**src/rtl/sram_ctrl_pkg.sv**
```systemverilog
// -----------------------------------------------------------------------------
// sram_ctrl_pkg
// Shared definitions for the SRAM request controller.
//   DEF_ADDR_WIDTH / DEF_DATA_WIDTH / DEF_RESP_DEPTH : parameter defaults
//   rd_state_e      : read pipeline state (idle / read data due from macro)
//   expand_byte_en  : turns one byte-enable bit into an 8-bit write mask
// -----------------------------------------------------------------------------
package sram_ctrl_pkg;

  localparam int unsigned DEF_ADDR_WIDTH = 9;
  localparam int unsigned DEF_DATA_WIDTH = 32;
  localparam int unsigned DEF_RESP_DEPTH = 2;

  typedef enum logic {
    RD_IDLE     = 1'b0,
    RD_INFLIGHT = 1'b1
  } rd_state_e;

  function automatic logic [7:0] expand_byte_en(input logic en);
    return {8{en}};
  endfunction

endpackage

```
**src/rtl/sram_resp_fifo.sv**
```systemverilog
// -----------------------------------------------------------------------------
// sram_resp_fifo
// Synchronous DEPTH-entry FIFO holding read data returned by the SRAM macro.
//   clk, reset   : clock, synchronous active-high reset (clears pointers/count)
//   push         : write push_data (ignored when full unless popping)
//   push_data    : data to store
//   pop          : remove head entry (ignored when empty)
//   pop_data     : head entry, stable until popped
//   full, empty  : occupancy flags
//   count        : number of stored entries, 0..DEPTH
// -----------------------------------------------------------------------------
module sram_resp_fifo #(
  parameter int unsigned DEPTH = 2,
  parameter int unsigned WIDTH = 32,
  localparam int unsigned CNT_W = $clog2(DEPTH + 1)
) (
  input  logic             clk,
  input  logic             reset,
  input  logic             push,
  input  logic [WIDTH-1:0] push_data,
  input  logic             pop,
  output logic [WIDTH-1:0] pop_data,
  output logic             full,
  output logic             empty,
  output logic [CNT_W-1:0] count
);

  localparam int unsigned PTR_W = (DEPTH > 1) ? $clog2(DEPTH) : 1;

  logic [WIDTH-1:0] mem [DEPTH];
  logic [PTR_W-1:0] wr_ptr;
  logic [PTR_W-1:0] rd_ptr;
  logic             do_push;
  logic             do_pop;

  function automatic logic [PTR_W-1:0] ptr_inc(input logic [PTR_W-1:0] p);
    return (p == PTR_W'(DEPTH - 1)) ? '0 : p + PTR_W'(1);
  endfunction

  assign full     = (count == CNT_W'(DEPTH));
  assign empty    = (count == '0);
  assign do_pop   = pop & ~empty;
  // A full FIFO still accepts a push when the head leaves in the same cycle.
  assign do_push  = push & (~full | do_pop);
  assign pop_data = mem[rd_ptr];

  always_ff @(posedge clk) begin
    if (reset) begin
      wr_ptr <= '0;
      rd_ptr <= '0;
      count  <= '0;
    end else begin
      if (do_push) begin
        wr_ptr <= ptr_inc(wr_ptr);
      end
      if (do_pop) begin
        rd_ptr <= ptr_inc(rd_ptr);
      end
      case ({do_push, do_pop})
        2'b10:   count <= count + CNT_W'(1);
        2'b01:   count <= count - CNT_W'(1);
        default: count <= count;
      endcase
    end
  end

  // Storage is not reset; the pointers alone define what is valid.
  always_ff @(posedge clk) begin
    if (!reset && do_push) begin
      mem[wr_ptr] <= push_data;
    end
  end

endmodule

```
**src/rtl/sram_req_ctrl.sv**
```systemverilog
// -----------------------------------------------------------------------------
// sram_req_ctrl
// Valid/ready front end for a single-port SRAM macro with 1-cycle read
// latency. Requests fire straight onto the macro pins; read data is captured
// one cycle later into a response FIFO and returned in order (latency 2).
// Credits (in-flight + buffered reads) throttle req_ready so the FIFO never
// overflows.
//   clk, reset                  : clock, synchronous active-high reset
//   req_valid/req_ready         : request handshake
//   req_write, req_addr,
//   req_wdata, req_bmask        : request payload (byte enables for writes)
//   resp_valid/resp_ready       : read response handshake
//   resp_rdata                  : read data, in request order
//   sram_csb, sram_web          : active-low chip select / write enable
//   sram_wmask, sram_addr,
//   sram_din                    : macro bit mask, address, write data
//   sram_dout                   : macro read data (valid only after a read)
//   busy                        : any read in flight or buffered
// -----------------------------------------------------------------------------
module sram_req_ctrl
  import sram_ctrl_pkg::*;
#(
  parameter int unsigned ADDR_WIDTH = DEF_ADDR_WIDTH,
  parameter int unsigned DATA_WIDTH = DEF_DATA_WIDTH,
  parameter int unsigned RESP_DEPTH = DEF_RESP_DEPTH
) (
  input  logic                    clk,
  input  logic                    reset,
  input  logic                    req_valid,
  output logic                    req_ready,
  input  logic                    req_write,
  input  logic [ADDR_WIDTH-1:0]   req_addr,
  input  logic [DATA_WIDTH-1:0]   req_wdata,
  input  logic [DATA_WIDTH/8-1:0] req_bmask,
  output logic                    resp_valid,
  input  logic                    resp_ready,
  output logic [DATA_WIDTH-1:0]   resp_rdata,
  output logic                    sram_csb,
  output logic                    sram_web,
  output logic [DATA_WIDTH-1:0]   sram_wmask,
  output logic [ADDR_WIDTH-1:0]   sram_addr,
  output logic [DATA_WIDTH-1:0]   sram_din,
  input  logic [DATA_WIDTH-1:0]   sram_dout,
  output logic                    busy
);

  localparam int unsigned CNT_W = $clog2(RESP_DEPTH + 1);

  rd_state_e        rd_state;
  logic             fire;
  logic             rd_fire;
  logic             wr_fire;
  logic             pop;
  logic             in_flight;
  logic             fifo_full;
  logic             fifo_empty;
  logic [CNT_W-1:0] fifo_count;
  logic [CNT_W:0]   credits;
  logic [CNT_W:0]   credits_after_pop;
  logic [DATA_WIDTH-1:0] wmask_expanded;

  // ---------------------------------------------------------------------------
  // Handshakes and credits
  // ---------------------------------------------------------------------------
  assign in_flight = (rd_state == RD_INFLIGHT);
  assign resp_valid = ~reset & ~fifo_empty;
  assign pop        = resp_valid & resp_ready;

  always_comb begin
    credits           = {1'b0, fifo_count} + (CNT_W + 1)'(in_flight);
    // A pop in this cycle frees its credit immediately, so a stalled
    // requester can fire in the very cycle the consumer drains an entry.
    credits_after_pop = credits - (CNT_W + 1)'(pop);
  end

  assign req_ready = ~reset & (credits_after_pop < (CNT_W + 1)'(RESP_DEPTH));
  assign fire      = req_valid & req_ready;
  assign rd_fire   = fire & ~req_write;
  assign wr_fire   = fire & req_write;
  assign busy      = ~reset & (in_flight | ~fifo_empty);

  // ---------------------------------------------------------------------------
  // Macro pins, driven combinationally in the fire cycle
  // ---------------------------------------------------------------------------
  always_comb begin
    wmask_expanded = '0;
    for (int unsigned i = 0; i < DATA_WIDTH / 8; i++) begin
      wmask_expanded[8*i +: 8] = expand_byte_en(req_bmask[i]);
    end
  end

  assign sram_csb   = ~fire;
  assign sram_web   = ~wr_fire;
  assign sram_wmask = wr_fire ? wmask_expanded : '0;
  assign sram_addr  = req_addr;
  assign sram_din   = req_wdata;

  // ---------------------------------------------------------------------------
  // Read pipeline: RD_INFLIGHT marks the cycle in which sram_dout is valid
  // ---------------------------------------------------------------------------
  always_ff @(posedge clk) begin
    if (reset) begin
      rd_state <= RD_IDLE;
    end else begin
      case (rd_state)
        RD_IDLE:     rd_state <= rd_fire ? RD_INFLIGHT : RD_IDLE;
        RD_INFLIGHT: rd_state <= rd_fire ? RD_INFLIGHT : RD_IDLE;
        default:     rd_state <= RD_IDLE;
      endcase
    end
  end

  // Reset inside the FIFO outranks the push, so a read in flight when reset
  // arrives is dropped rather than captured.
  sram_resp_fifo #(
    .DEPTH (RESP_DEPTH),
    .WIDTH (DATA_WIDTH)
  ) u_resp_fifo (
    .clk       (clk),
    .reset     (reset),
    .push      (in_flight),
    .push_data (sram_dout),
    .pop       (pop),
    .pop_data  (resp_rdata),
    .full      (fifo_full),
    .empty     (fifo_empty),
    .count     (fifo_count)
  );

  // Credit gating must make a capture into a full, non-draining FIFO impossible.
  a_no_overflow : assert property (@(posedge clk) disable iff (reset)
    !(fifo_full && in_flight && !pop));

endmodule

```
**config.mk**
```make
export PLATFORM = sky130hd
export DESIGN_NAME = sram_req_ctrl
export DESIGN_NICKNAME = d
export VERILOG_FILES = /design/src/rtl/sram_ctrl_pkg.sv /design/src/rtl/sram_resp_fifo.sv /design/src/rtl/sram_req_ctrl.sv
export SDC_FILE = /design/constraint.sdc
export NUM_CORES = 1
export LEC_CHECK = 0
export CORE_MARGIN = 5
export CORE_UTILIZATION = 35
export CTS_CLUSTER_DIAMETER = 200
export CTS_CLUSTER_SIZE = 40
export DETAILED_ROUTE_END_ITERATION = 7
export PLACE_DENSITY = 0.88
export SETUP_SLACK_MARGIN = 0.02
export SYNTH_ARGS = -nofsm -noshare
export SYNTH_HDL_FRONTEND = slang
export SYNTH_SLANG_ARGS = --single-unit
```
**constraint.sdc**
```tcl
create_clock -name clk -period 5.8 [get_ports clk]
set_input_delay 1.74 -clock clk [delete_from_list [all_inputs] [get_ports clk]]
set_output_delay 1.74 -clock clk [all_outputs]
set_load 0.02 [all_outputs]
```
==> results of run 1 <==
-- critical path, delay by kind of cell --
| family | cells | cell delay, ns |
|---|---|---|
| simple gates | 4 | 0.72 |
| fa+ha+maj | 2 | 0.64 |
| buf+inv | 3 | 0.44 |
| xor+xnor | 1 | 0.20 |
| compound gates | 1 | 0.17 |
-- path summary, 6_finish.rpt --
kind	start	end	slack (ns)	cells past startpoint
max	reset	sram_wmask[0]	0.14	11
min	u_resp_fifo.rd_ptr$_SDFFE_PP0P_	flip-flop	0.52	2
max reg2reg	u_resp_fifo.count[1]$_SDFFE_PP0P_	in_flight$_SDFF_PP0_	3.73	9
min reg2reg	u_resp_fifo.rd_ptr$_SDFFE_PP0P_	flip-flop	0.52	2
-- cell type report --
class	instances	share of cell area (%)
Tap cell	111	3.39
Clock buffer	9	3.02
Sequential cell	70	49.8
Inverter	5	0.458
Timing Repair Buffer	119	25.1
Clock inverter	7	1.80
Multi-Input combinational cell	69	16.3
-- state kept, by name, summed over array words and instances, names as in the netlist, named ones only --
signal              flops
in_flight               1
u_resp_fifo.count       2
u_resp_fifo.mem        64
u_resp_fifo.rd_ptr      1
u_resp_fifo.wr_ptr      1
-- cell usage after synthesis, drive strengths merged, types with 2 or more instances --
master	count
nand2b	4
edfxtp	64
inv	5
buf	72
nor2	6
ha	2
o21ai	2
mux2	32
a21oi	3
xnor2	2
or3	2
dfxtp	6
and2	5
-- per-stage QoR --
step	util, %	total power, mW	hold slack, ns	instance area, sq um	setup slack, ns
after floorplan	-	0.692	0.460	3210	0.225
after global placement	43.5	0.722	0.487	3960	-0.640
after detailed placement	43.5	0.727	0.499	3960	-0.764
after CTS	45.6	1.12	0.513	4160	0.0207
after global routing	45.0	1.15	0.545	4100	0.0109
final	45.0	1.10	0.516	4100	0.136
-- cells by family (layout without fill, tap and decap cells) --
logic type      Yosys count  count (layout)  synth area share, %
compound gates            8               8                 1.64
xor+xnor                  3               3                0.819
fa+ha+maj                 3               3                 1.40
buf+inv                  78             140                 17.3
flops                    70              70                 63.6
mux                      32              32                 11.2
simple gates             23              23                 3.98
-- metal layers --
layer,vias to the layer above,global-route usage [%],routed length [microns]
li1,810,-,-
met1,847,12.9,2480
met2,91,20.6,3400
met3,16,5.14,565
met4,0,5.00,126
met5,-,0,0
-- where the power goes --
part	switching [mW]	total, mW	leakage, nW	internal [mW]
clock network	0.182	0.382	0.0996	0.200
logic	0.0681	0.147	0.784	0.0789
registers	0.00712	0.567	0.627	0.560
-- what timing repair did --
item / CTS / global route
setup endpoints to repair: 35 / 33
hold endpoints to repair: 0 / 0
pin swaps: 4 / 5
buffers inserted: 2 / 2
resized for setup: 139 / 20
==> impl_metrics.tcl, run 1 <==
set metrics [dict create \
    syn_inst 217 \
    layout_common_cells "clkdlybuf4s50_1 (72), edfxtp_1 (64), mux2_2 (30), buf_2 (29), clkbuf_8 (9)" \
    critPathMostFrequentCell "buf_6" \
    final_nets 359 \
    synthArstFlopShare_pct 0 \
    grt_overflow_total 0 \
    finalWirelength_mm 6.58 \
    max_stage_delay_ns 0.41 \
    vias_per_cell 4.52 \
    cpMaxStageDelayCell "fa_1" \
    die_h_microns 106 \
    clock_latency_ns 0.34 \
    final_common_cell "clkdlybuf4s50_1" \
    wl_per_cell_microns 16.9 \
    worst_pin_slew_ns 0.959 \
    synth_top_area_share_pct 59.9 \
    numPortBuffers 109 \
    ioPinCount 192 \
    synth_largest_area_cell "edfxtp_1" \
    drcViolationCount 0 \
    criticalPathCategory "in -> out" \
    dp_cells 370 \
    fin_setup_tns_ns 0 \
    cts_num_sinks 70 \
    report.final.setup_viol 0 \
    grt_max_degree 33 \
    crit_chain "dlygate4sd2_1, o21bai_4, nor2_2, ha_1, nand2b_4, fa_1, xnor2_2, and4_4, and2_4, buf_6, buf_6" \
    syn_area_per_cell_sq_um 14.8 \
    hold_viol 0 \
    vdd_ir_drop_max_mv 0.142 \
    grt_pass1_vias 1958 \
    start_util_pct 35.2 \
    crit_required_ns 4.06 \
    regArea_sq_um 2040 \
    multi_input_area_sq_um 669 \
    cts_buffers 9 \
    status "finished clean" \
    fin_cells 390 \
    dp_hpwl_mm 4.78 \
    core_area_sq_um 9110 \
    leakagePower_nw 1.51 \
    seq_area_frac_synth_pct 63.6 \
    first_pass_iters 4 \
    vias 1764 \
    antenna_left 0 \
    htreeDepth 3 \
    drtIter0Drc 38 \
    synth_area_sq_um 3210 \
    fmax_mhz 177 \
    cts_buffer_depth 2 \
    synthFlopType "edfxtp_1" \
    synth-seq-cells 70 \
    clk_pin_slew_ns 0.08 \
    rsz0062_at_grt "no" \
    synth_area_leaders "edfxtp_1 (60%), buf_4 (16%), mux2_2 (11%)" \
    fill_cells 847 \
    hold_class "reg -> reg" \
    crit_path_end_kind "output pin" \
    syn_nets 302 \
    antenna_found_initial 0 \
    finalCritPeriodShare_pct 97.7 \
    ys_types 27 \
    area_delta_synth_final_pct 27.6 \
    grt_first_pass_wirelength_mm 10.4 \
    drive_gt1_share_pct 36.2 \
    cts-root-buf "clkbuf_8" \
    cts_hold_buf 0 \
    ys.warnings.count 0 \
    rows 35 \
    fp.dieW_microns 106 \
    maxCapViolCount 0 \
    drv_slew 0 \
    grt_usage_pct 12.0 \
    dieArea_sq_um 11200 \
    cellPowerDensity_nw_per_um2 268 \
    critPathLaunchType "primary input" \
    tritoncts "built" \
    diodes 0 \
    synth-edff-count 64 \
    path_max_fanout 8 \
    period_minus_slack_ns 5.66 \
    skew_ns 0.00809 \
    max-slew-margin-rel_pct 35.9 \
    arrival_ns 3.92 \
    routabilityCongestion 0.778 \
]
Note: power is estimated with default switching activity, not from simulation.
==> run 2, diff against run 1 <==
Settings changed: CORE_UTILIZATION 35 to 38, PLACE_DENSITY 0.88 to 0.93, SETUP_SLACK_MARGIN 0.02 to 0.1.
==> impl_metrics.tcl, run 2 (synthesis results as in run 1) <==
set metrics [dict create \
    status "finished clean" \
    max-slew-margin-rel_pct 34.3 \
    drive_gt1_share_pct 36.3 \
    finalCritPeriodShare_pct 96.2 \
    power.total_mw 1.19 \
    clk_pin_slew_ns 0.08 \
    htreeDepth 3 \
    start_util_pct 39.1 \
    dp_hpwl_mm 4.38 \
    fin_cells 383 \
    hold_viol 0 \
    antenna_left 0 \
    rr_endpoint "in_flight$_SDFF_PP0_" \
    vias 1791 \
    dp_cells 365 \
    reg2regPathDepth 9 \
    fmax_mhz 179 \
    power.share.sequential_pct 48.0 \
    crit_required_ns 4.06 \
    die_h_microns 102 \
    first_pass_iters 3 \
    path_max_fanout 6 \
    hold_path_end "u_resp_fifo.wr_ptr$_SDFFE_PP0P_" \
    maxCapViolCount 0 \
    vias_per_cell 4.68 \
    place_ws_ns -0.728 \
    drtIter0Drc 37 \
    r2r_start "u_resp_fifo.count[1]$_SDFFE_PP0P_" \
    rows 33 \
    final_nets 358 \
    fp.dieW_microns 102 \
    critPathMostFrequentCell "buf_6" \
    grt_overflow_total 0 \
    cpMaxStageDelayCell "fa_1" \
    largest_reg_flops 64 \
    cellPowerDensity_nw_per_um2 286 \
    crit_path_end_kind "output pin" \
    area_delta_synth_final_pct 29.1 \
    regMostFlops "u_resp_fifo.mem" \
    arrival_ns 3.84 \
    clock_latency_ns 0.33 \
    grt_usage_pct 12.0 \
    drv_slew 0 \
    hold_class "reg -> reg" \
    routabilityCongestion 0.788 \
    top_regs "u_resp_fifo.mem (64), u_resp_fifo.count (2)" \
    ff2ff_setup_slack_ns 3.69 \
    final_cell_area_sq_um 4140 \
    cts-root-buf "clkbuf_8" \
    tritoncts "built" \
    skew_ns 0.00463 \
    whs_ns 0.524 \
    grt_first_pass_wirelength_mm 9.43 \
    vdd_ir_drop_max_mv 0.141 \
    cts_hold_buf 0 \
    p_comb_share_pct 12.0 \
    hold_depth 1 \
    leakagePower_nw 1.52 \
    crit_chain "dlygate4sd2_1, inv_1, nor2_2, ha_1, nand2b_4, fa_1, xnor2_2, and4_4, and2_4, buf_6, buf_6" \
    worstHoldStart "u_resp_fifo.wr_ptr$_SDFFE_PP0P_" \
    cts_buffer_depth 2 \
    cts_buffers 9 \
    diodes 0 \
    worst_pin_slew_ns 0.984 \
    criticalPathCategory "in -> out" \
    period_minus_slack_ns 5.58 \
    drcViolationCount 0 \
    layout_common_cells "clkdlybuf4s50_1 (72), edfxtp_1 (64), mux2_2 (30), buf_2 (24)" \
    antenna_found_initial 0 \
    ioPinCount 192 \
    dpl_cell_area_sq_um 3960 \
    dieArea_sq_um 10400 \
    p_sw_share_pct 21.9 \
    clock_power_share_pct 40.0 \
    core_area_sq_um 8220 \
    finalWirelength_mm 6.24 \
    numPortBuffers 109 \
    internal_power_mw 0.927 \
    wl_per_cell_microns 16.3 \
    grt_max_degree 33 \
    cts_num_sinks 70 \
    critPathLaunchType "primary input" \
    p_switching_mw 0.260 \
    max_stage_delay_ns 0.43 \
    rsz0062_at_grt "no" \
    final_common_cell "clkdlybuf4s50_1" \
    report.final.setup_viol 0 \
    grt_pass1_vias 1898 \
    fin_ws_ns 0.221 \
]
==> run 2: cell count changes in the layout (fill, tap and decap cells not counted), sizes merged <==
| cell | previous run | this run |
|---|---|---|
| bufinv | 1 | 3 |
| inv | 6 | 7 |
| buf | 42 | 41 |
| clkinv | 4 | 1 |
| dlymetal6s2s | 1 | 0 |
| clkbuf | 9 | 10 |
==> run 2: how the worst max path moves through the flow <==
stage	slack, ns	from	depth (start not counted)	to
floorplan	0.22	reset	9	sram_wmask[10]
global placement	-0.65	reset	11	sram_wmask[2]
detailed placement	-0.73	reset	11	sram_wmask[5]
CTS	0.12	reset	11	sram_wmask[5]
global route	0.12	resp_ready	11	sram_wmask[5]
finish	0.22	resp_ready	11	sram_wmask[5]
==> run 2: critical path, delay by kind of cell <==
family / cells / cell delay (ns)
fa+ha+maj: 2 / 0.69
buf+inv: 4 / 0.58
xor+xnor: 1 / 0.19
simple gates: 4 / 0.63
==> run 2: area by class of cell <==
cell class | instances | area [sq um]
Clock buffer | 9 | 124
Clock inverter | 7 | 120
Fill cell | 701 | 4070
Inverter | 5 | 18.8
Multi-Input combinational cell | 69 | 668
Sequential cell | 70 | 2040
Tap cell | 105 | 131
Timing Repair Buffer | 118 | 1040
==> run 2: power by group through the flow <==
stage	Combinational [mW]	Sequential (mW)	Clock, mW
after global routing	0.152	0.571	0.516
after detailed placement	0.145	0.581	0
after CTS	0.142	0.570	0.493
final	0.143	0.569	0.474
after global placement	0.141	0.580	0
after floorplan	0.116	0.576	0
==> run 2: routing by layer <==
metal	up-vias	track usage, %	routed length, microns
li1	816	-	-
met1	858	12.7	2320
met2	92	21.3	3210
met3	25	4.30	567
met4	0	5.85	141
met5	-	0	0
==> run 2: through the flow <==
stage / setup TNS [ns] / utilization (%)
4_1_cts: 0 / 50.0
3_3_place_gp: -20.69 / 48.2
2_1_floorplan: 0 / -
3_5_place_dp: -22.42 / 48.2
5_1_grt: 0 / 50.4
6_report: 0 / 50.4
==> run 2: repair_timing <==
action                     CTS  global route
pin swaps                    5             4
gates resized for setup    155             9
cloned                       0             0
setup endpoints to repair   35            32
buffers inserted             0             2
==> run 3, diff against run 2 <==
Settings changed: SKIP_LAST_GASP set to 1.
==> results of run 3 <==
The final DEF is identical to that of run 2; final timing and power are the same.
